**src/rtl/fetch_ctrl_if.sv**
```systemverilog
// Fetch/decode/code-memory bundle for fetch_ctrl.
//   pc_o            fetch address to code memory (word-aligned)
//   inst_i          code memory read data for last cycle's pc_o
//   inst_o          instruction at buffer head
//   inst_pc_o       byte address of inst_o
//   inst_valid_o    head holds a live instruction
//   inst_ready_i    decode accepts head
//   branch_i        single-cycle redirect request
//   branch_target_i redirect address (low two bits ignored)
//   halt_i          suppress new fetch issue
//   fault_o         sticky out-of-range fetch fault
// master: fetch_ctrl side; slave: memory/decode/environment side.
interface fetch_ctrl_if;
  logic [31:0] pc_o;
  logic [31:0] inst_i;
  logic [31:0] inst_o;
  logic [31:0] inst_pc_o;
  logic        inst_valid_o;
  logic        inst_ready_i;
  logic        branch_i;
  logic [31:0] branch_target_i;
  logic        halt_i;
  logic        fault_o;

  modport master (
    output pc_o, inst_o, inst_pc_o, inst_valid_o, fault_o,
    input  inst_i, inst_ready_i, branch_i, branch_target_i, halt_i
  );

  modport slave (
    input  pc_o, inst_o, inst_pc_o, inst_valid_o, fault_o,
    output inst_i, inst_ready_i, branch_i, branch_target_i, halt_i
  );
endinterface

```
**src/rtl/fetch_ctrl.sv**
```systemverilog
// Instruction fetch sequencer for a registered-read code memory.
// Owns the PC, issues one word-aligned read per cycle, tracks the single
// read in flight and captures returned words into a 2-entry buffer that
// feeds decode under valid/ready. Handles branch redirects, halt and
// out-of-range fetch faults.
//   clk    system clock
//   reset  asynchronous active-high reset
//   bus    fetch_ctrl_if.master (see interface header for signals)
module fetch_ctrl #(
  parameter int unsigned MEM_BYTES = 68,
  parameter logic [31:0] RESET_PC  = 32'h0000_0000
) (
  input  logic          clk,
  input  logic          reset,
  fetch_ctrl_if.master  bus
);

  localparam int unsigned DEPTH = 2;
  localparam int unsigned CW    = 2;

  typedef enum logic {
    RUN   = 1'b0,
    FAULT = 1'b1
  } state_e;

  state_e            state_q, state_d;
  logic [31:0]       pc_q, pc_d;
  logic [31:0]       req_pc_q;
  logic              inflight_q;
  logic              fault_q, fault_d;
  logic [CW-1:0]     count_q, count_d;
  logic              head_q;
  logic              tail;
  logic [31:0]       buf_inst_q [DEPTH];
  logic [31:0]       buf_pc_q   [DEPTH];

  logic              pop;
  logic              capture;
  logic              issue;
  logic              in_range;
  logic              has_room;
  logic [2:0]        occupancy;

  // Handshake and buffer bookkeeping; a branch squashes both pop and capture.
  always_comb begin
    pop       = (count_q != '0) & bus.inst_ready_i & ~bus.branch_i;
    capture   = inflight_q & ~bus.branch_i;
    in_range  = pc_q < 32'(MEM_BYTES);
    // Occupancy after this cycle's pop, counting the read in flight.
    occupancy = 3'(count_q) + 3'(inflight_q) - 3'(pop);
    has_room  = occupancy < 3'd2;
    // Tail slot; with a full buffer it aliases the head, which pop frees.
    tail      = head_q ^ count_q[0];
    if (bus.branch_i) begin
      count_d = '0;
    end else begin
      count_d = count_q + CW'(capture) - CW'(pop);
    end
  end

  // Next-state and issue decision.
  always_comb begin
    state_d = state_q;
    pc_d    = pc_q;
    fault_d = fault_q;
    issue   = 1'b0;
    if (bus.branch_i) begin
      state_d = RUN;
      pc_d    = bus.branch_target_i & ~32'h3;
      fault_d = 1'b0;
    end else begin
      case (state_q)
        RUN: begin
          if (!bus.halt_i) begin
            if (!in_range) begin
              state_d = FAULT;
              fault_d = 1'b1;
            end else if (has_room) begin
              issue = 1'b1;
              pc_d  = pc_q + 32'd4;
            end
          end
        end
        FAULT: begin
          state_d = FAULT;
        end
        default: begin
          state_d = RUN;
        end
      endcase
    end
  end

  // FSM and PC registers.
  always_ff @(posedge clk or posedge reset) begin
    if (reset) begin
      state_q <= RUN;
      pc_q    <= RESET_PC;
      fault_q <= 1'b0;
    end else begin
      state_q <= state_d;
      pc_q    <= pc_d;
      fault_q <= fault_d;
    end
  end

  // In-flight read tracking; reset drops any read that is outstanding.
  always_ff @(posedge clk or posedge reset) begin
    if (reset) begin
      inflight_q <= 1'b0;
      req_pc_q   <= '0;
    end else begin
      inflight_q <= issue;
      if (issue) begin
        req_pc_q <= pc_q;
      end
    end
  end

  // Two-entry instruction buffer.
  always_ff @(posedge clk or posedge reset) begin
    if (reset) begin
      count_q <= '0;
      head_q  <= 1'b0;
      for (int i = 0; i < int'(DEPTH); i++) begin
        buf_inst_q[i] <= '0;
        buf_pc_q[i]   <= '0;
      end
    end else begin
      count_q <= count_d;
      if (!bus.branch_i) begin
        head_q <= head_q ^ pop;
      end
      if (capture) begin
        buf_inst_q[tail] <= bus.inst_i;
        buf_pc_q[tail]   <= req_pc_q;
      end
    end
  end

  // The issue rule must keep a capture from landing on a full buffer.
  a_no_overflow: assert property (@(posedge clk) disable iff (reset)
    !(capture && !pop && count_q == CW'(DEPTH)));

  assign bus.pc_o         = pc_q;
  assign bus.inst_valid_o = (count_q != '0);
  assign bus.inst_o       = buf_inst_q[head_q];
  assign bus.inst_pc_o    = buf_pc_q[head_q];
  assign bus.fault_o      = fault_q;

endmodule

```
**src/flat_wrapper.sv**
```systemverilog
// flat-port wrapper written by rule: the top's interface ports become plain ports
module fetch_ctrl_flat 
#(
  parameter int unsigned MEM_BYTES = 68,
  parameter logic [31:0] RESET_PC  = 32'h0000_0000
)
  (clk, reset, bus_pc_o, bus_inst_o, bus_inst_pc_o, bus_inst_valid_o, bus_fault_o, bus_inst_i, bus_inst_ready_i, bus_branch_i, bus_branch_target_i, bus_halt_i);
  fetch_ctrl_if bus_i ();
  input  logic clk;
  input  logic reset;
  output wire logic [$bits(bus_i.pc_o)-1:0] bus_pc_o;
  output wire logic [$bits(bus_i.inst_o)-1:0] bus_inst_o;
  output wire logic [$bits(bus_i.inst_pc_o)-1:0] bus_inst_pc_o;
  output wire logic [$bits(bus_i.inst_valid_o)-1:0] bus_inst_valid_o;
  output wire logic [$bits(bus_i.fault_o)-1:0] bus_fault_o;
  input wire logic [$bits(bus_i.inst_i)-1:0] bus_inst_i;
  input wire logic [$bits(bus_i.inst_ready_i)-1:0] bus_inst_ready_i;
  input wire logic [$bits(bus_i.branch_i)-1:0] bus_branch_i;
  input wire logic [$bits(bus_i.branch_target_i)-1:0] bus_branch_target_i;
  input wire logic [$bits(bus_i.halt_i)-1:0] bus_halt_i;
  assign bus_pc_o = bus_i.pc_o;
  assign bus_inst_o = bus_i.inst_o;
  assign bus_inst_pc_o = bus_i.inst_pc_o;
  assign bus_inst_valid_o = bus_i.inst_valid_o;
  assign bus_fault_o = bus_i.fault_o;
  assign bus_i.inst_i = bus_inst_i;
  assign bus_i.inst_ready_i = bus_inst_ready_i;
  assign bus_i.branch_i = bus_branch_i;
  assign bus_i.branch_target_i = bus_branch_target_i;
  assign bus_i.halt_i = bus_halt_i;
  fetch_ctrl #(.MEM_BYTES(MEM_BYTES), .RESET_PC(RESET_PC)) u_core (.clk(clk), .reset(reset), .bus(bus_i));
endmodule
```
**config.mk**
```make
export PLATFORM = sky130hd
export DESIGN_NAME = fetch_ctrl_flat
export DESIGN_NICKNAME = d
export VERILOG_FILES = /design/src/rtl/fetch_ctrl_if.sv /design/src/rtl/fetch_ctrl.sv /design/src/flat_wrapper.sv
export SDC_FILE = /design/constraint.sdc
export NUM_CORES = 1
export LEC_CHECK = 0
export ABC_AREA = 1
export BUFFER_PORTS_ARGS = -buffer_cell sky130_fd_sc_hd__buf_2
export CAP_MARGIN = 10
export CORE_MARGIN = 1
export CORE_UTILIZATION = 40
export DETAILED_ROUTE_END_ITERATION = 10
export PLACE_DENSITY = 0.65
export SLEW_MARGIN = 20
export SYNTH_ARGS = -nofsm -noshare
export SYNTH_HDL_FRONTEND = slang
export SYNTH_SLANG_ARGS = --single-unit
```
**constraint.sdc**
```tcl
create_clock -name clk -period 6 [get_ports clk]
set_input_delay 1.2 -clock clk [delete_from_list [all_inputs] [get_ports clk]]
set_output_delay 1.2 -clock clk [all_outputs]
set_load 0.1 [all_outputs]
```
* After elaboration in Yosys (flattened, before gate mapping)
Index checks and enable logic that the tools add are counted. W data, S select, Z words.
Storage, ports and cells: output and inout bits 98, input port bits 69, flip-flop bits (word level) 198
Cells by class: muxes and demuxes 29, add/sub/neg operators 5, equal/unequal tests 3, order comparisons 5, reductions and logical operators 6, bitwise gates (word level) 9
Operators with widths (number):
- $mux W32 | 12
- $bwmux W64 | 2
- $add A32 B3 Y32 const B | 1
- $demux W32 S1 | 1
- $lt A32 B7 Y1 const B | 1
- $mux W1 | 12
- $ne A2 B2 Y1 const B | 3
- $reduce_bool A2 Y1 | 3
- $ge A2 B2 Y1 const B | 2
- $not A1 Y2 | 2
- $reduce_and A4 Y1 | 1
- $add A2 B1 Y3 | 1
- $and A1 B1 Y1 | 3
- $lt A3 B2 Y1 const B | 1
- $reduce_and A3 Y1 | 1
- $sub A3 B1 Y3 | 1
- $add A2 B1 Y2 | 1
- $lt A2 B1 Y1 const B | 1
- $mux W2 | 1
- $not A1 Y1 | 2
- $pmux W1 S2 | 1
- $sub A2 B1 Y2 | 1
- $xor A1 B1 Y1 | 2
- $logic_and A1 B1 Y1 | 1

* Longest topological paths before layout
depth in word-level cells 10, gate-level depth with buffers 15

* Worst setup path before layout
OpenSTA, ideal clock, no wires.
kind in2reg, from input bus_branch_i, to register u_core.pc_q[2] (netlist: u_core.bus.pc_o[2]), arrival time 3.225 ns, path buffers 2, setup slack 2.654 ns, cell stages on the path 14, path through buf_2 inv_2 nand2_1 inv_1 nand2_1 nor2_1 o21ai_0 fa_1 nand2_1 nor2_1 nand2_2 buf_2 nand3_1 nand2_1
Between the ends: longest elaborated chain between the ends 6
RTL lines:
- start: declaration | RTL line flat_wrapper.sv:18 | input wire logic [$bits(bus_i.branch_i)-1:0] bus_branch_i;
- $not A1 Y1 | RTL line fetch_ctrl.sv:46 | pop = (count_q != '0) & bus.inst_ready_i & ~bus.branch_i;
- $and A1 B1 Y1 | RTL line fetch_ctrl.sv:46
- $sub A3 B1 Y3 | RTL line fetch_ctrl.sv:50 | occupancy = 3'(count_q) + 3'(inflight_q) - 3'(pop);
- $lt A3 B2 Y1 | RTL line fetch_ctrl.sv:51 | has_room = occupancy < 3'd2;
- $reduce_bool A2 Y1 (no source line)
- $reduce_and A4 Y1 (no source line)
- end signal: assignment | RTL line fetch_ctrl.sv:102 | pc_q <= pc_d;
- end: declaration | RTL line fetch_ctrl.sv:27 | logic [31:0] pc_q, pc_d;
Parallel ways exist; a longest one is shown, timed or not. A chain may end at the register's enable or synchronous reset.

* Final worst setup path
from input bus_branch_i, to register u_core.req_pc_q[6]
Between the ends: longest elaborated chain between the ends 9
RTL lines:
- $not A1 Y1 | RTL line fetch_ctrl.sv:46
- $and A1 B1 Y1 | RTL line fetch_ctrl.sv:46
- $sub A3 B1 Y3 | RTL line fetch_ctrl.sv:50
- $lt A3 B2 Y1 | RTL line fetch_ctrl.sv:51
- $mux W1 | RTL line fetch_ctrl.sv:78 | end else if (has_room) begin
- $mux W1 | RTL line fetch_ctrl.sv:75 | if (!in_range) begin
- $mux W1 | RTL line fetch_ctrl.sv:74 | if (!bus.halt_i) begin
- $mux W1 | RTL line fetch_ctrl.sv:72 | case (state_q)
- $mux W1 (*) | RTL line fetch_ctrl.sv:67 | if (bus.branch_i) begin
- end signal: assignment | RTL line fetch_ctrl.sv:115 | req_pc_q <= pc_q;
- end: declaration | RTL line fetch_ctrl.sv:28 | logic [31:0] req_pc_q;
Mark *: on every way between the ends. The rest lies on a longest branch, timed or not.

==> results.toml <==
[status]
status = "finished, final reports clean"

[grt]
grt_antenna_before_repair = 0
grt_first_pass_wirelength_um = 30130
grt_pass1_vias = 5981
grt_max_degree = 88
grtUsageTotal = 0.1764
overflow = 0

[logic_synthesis]
netlist-cell-type-count = 26
yosysMostFrequentCell = "nand2_1"
postSynthAreaPerCell_sq_um = 8.270
syn_inst = 991
synth-edff-count = 0
syn-cell-area_sq_um = 8195
async_reset_ff_frac = 1.000
synth_top_cell_area_share = 0.5802
yosys-top-cells-count = "nand2_1 (414), dfrtp_1 (190), o21ai_0 (124)"
seq_area_frac_synth = 0.5802
synth_warnings = 0
synth-main-ff-cell = "dfrtp_1"
ys_ff_latch = 190
synth_top_area_cell = "dfrtp_1"
synth.area.top_cells = "dfrtp_1 (58%), nand2_1 (19%), o21ai_0 (7.6%), inv_1 (4.8%), nor2_1 (2.1%)"

[detailed_routing]
drt-wirelength-per-cell_um = 12.60
firstDrtPassIters = 5
antenna_left = 0
drc = 0
vias_per_cell = 4.593
drt-total-wl_um = 17690
num_vias = 6448
drt_iter0_drc = 380

[cts]
insertion_delay_ns = 0.43
cts_resized = 0
htreeDepth = 4
ctsRootBufferMaster = "clkbuf_16"
cts_buffer_depth = 2
clk_pin_slew_ns = 0.07
cts_tree = "yes"
clock-sinks = 190
cts_hold_buf = 0
cts_setup_buffers = 0
cts_buffers = 17

[timing]
period_needed_ns = 3.688
max_freq_ghz = 0.2711
rsz0062_at_grt = "false"
period_share = 0.6147
tightest_slew_ns = 0.8459
setup_viol = 0
max_slew_margin = 0.4361
setup-tns-final_ns = 0
whs_ns = 0.4649
final_hold_viol_count = 0
maxSlewViolCount = 0
skew_ns = 0.01264

[critical_path]
endpoint_kind = "flop"
crit_fanout = 36
critPathSlowestCell = "fa_1"
start_kind = "primary input"
cp.required_ns = 6.30
cp_common_cell = "nand2_1"
path_cells = "buf_2 > inv_2 > nand2_1 > inv_1 > nand2_1 > nor2_1 > o21ai_0 > fa_1 > nand2_1 > nor2_1 > nand3_4 > nand2_1 > o21ai_2"
r2r_start = "u_core.count_q[1]$_DFF_PP0_"
rr_worst_depth = 11
reg2reg_slack_ns = 3.15
cp_slowest_stage_delay_ns = 0.51
criticalPathCategory = "primary input to flop"
rr_endpoint = "u_core.req_pc_q[6]$_DFFE_PP0P_"
worst_ep_arrival_time_ns = 3.99

[worst_hold_path]
hp-class = "flop to flop"
hold_depth = 2
hp-start = "u_core.req_pc_q[7]$_DFFE_PP0P_"
whs_endpoint = "u_core.req_pc_q[7]$_DFFE_PP0P_"

[die]
start_util = 0.4143
die_area_sq_um = 21060
io_pins = 167
rows = 51
fp.dieH_um = 145.1
coreArea_sq_um = 19780
die_x_um = 145.1

[cells_and_area]
fin_cells = 1404
area_delta_synth_final_pct = 18.50
layout-drive-gt1-share = 0.1888
insertedDiodeCount = 0
nets = 1199
postLayoutCellArea_sq_um = 9712

[power]
leakagePower_nw = 5.433
p_total_mw = 2.831
vdd_drop_max_uv = 181.2
power_density_nw_per_um2 = 291.5

[run]
cap_violations = 0

[placed_design]
gp_congestion = 0.7327
dpl_cell_area_sq_um = 9102
dp_cells = 1372
dp_hpwl_um = 10770
io_buffers = 160
## metal layers
layer | vias up | track usage | share of wire
li1 | 3275 | - | -
met4 | 0 | 0.05211 | 0.0090
met2 | 123 | 0.2834 | 0.47
met1 | 3036 | 0.2451 | 0.49
met3 | 14 | 0.02893 | 0.029
met5 | - | 0 | 0
## metrics by stage
stage / utilization / worst slack (ns)
2_1_floorplan: - / 2.352
3_3_place_gp: 0.4602 / 1.841
3_5_place_dp: 0.4602 / 1.814
4_1_cts: 0.4910 / 2.239
5_1_grt: 0.4910 / 1.972
6_report: 0.4910 / 2.312
## area by class of cell
cell class	count	area, sq um
Tap cell	265	331.6
Inverter	107	405.4
Timing Repair Buffer	168	860.8
Sequential cell	190	4756
Clock inverter	13	176.4
Multi-Input combinational cell	642	2749
Clock buffer	19	432.9
Fill cell	1940	10070
## kinds of logic (layout without fill, tap and decap cells)
| kind of cell | after synthesis | in the layout | share of synthesized area |
|---|---|---|---|
| AND/OR/NAND/NOR | 494 | 494 | 0.2350 |
| adder cells (fa/ha/maj) | 4 | 4 | 0.007023 |
| buffers and inverters | 162 | 307 | 0.08733 |
| XOR/XNOR | 5 | 5 | 0.006260 |
| AO/OA/AOI/OAI | 135 | 135 | 0.08382 |
| flip-flops | 190 | 190 | 0.5802 |
| other | 1 | 4 | 0.0004576 |
## layout by cell type, fill, tap and decap left out, types with 2 or more instances in the layout
cell type	n
a21oi_1	4
buf_2	160
buf_4	8
bufinv_16	3
clkbuf_1	2
clkbuf_16	17
clkinvlp_4	3
conb_1	4
dfrtp_1	189
ha_1	3
inv_1	103
inv_2	3
inv_6	5
inv_8	2
nand2_1	413
nand2_4	2
nand3_1	26
nand4_1	2
nor2_1	45
o21ai_0	124
o21ai_1	4
o21ai_2	3
or2_2	2
xor2_1	4
## power by group
part / switching (mW) / total [mW] / internal (mW)
sequential: 0.0199 / 1.32 / 1.30
combinational: 0.280 / 0.336 / 0.0564
clock: 0.505 / 1.17 / 0.669
## how the worst max path moves through the flow
stage,startpoint,endpoint,slack [ns],depth (start not counted)
3_3_place_gp,bus_branch_i,u_core.req_pc_q[3]$_DFFE_PP0P_,1.84,13
4_1_cts,bus_branch_i,u_core.req_pc_q[6]$_DFFE_PP0P_,2.24,13
2_1_floorplan,reset,u_core.buf_inst_q[0]$_DFFE_PP0P_,2.35,1
6_report,bus_branch_i,u_core.req_pc_q[6]$_DFFE_PP0P_,2.31,13
5_1_grt,bus_branch_i,u_core.req_pc_q[5]$_DFFE_PP0P_,1.97,14
3_5_place_dp,bus_branch_i,u_core.req_pc_q[6]$_DFFE_PP0P_,1.81,13
## flip-flops by register name (all words and copies together) (netlist names)
name and flops:
u_core.bus.fault_o 1, u_core.buf_pc_q 60, u_core.inflight_q 1, u_core.state_q 1, u_core.head_q 1, u_core.buf_inst_q 64, u_core.req_pc_q 30, u_core.count_q 2
u_core.bus.pc_o 30
## critical path, delay by kind of cell
family | cells | cell delay [ns]
and+or+nand+nor | 7 | 1.40
buffers and inverters | 3 | 0.67
adders and majority gates | 1 | 0.51
AOI/OAI and AO/OA | 2 | 0.20
Note: power is estimated with default switching activity, not from simulation.
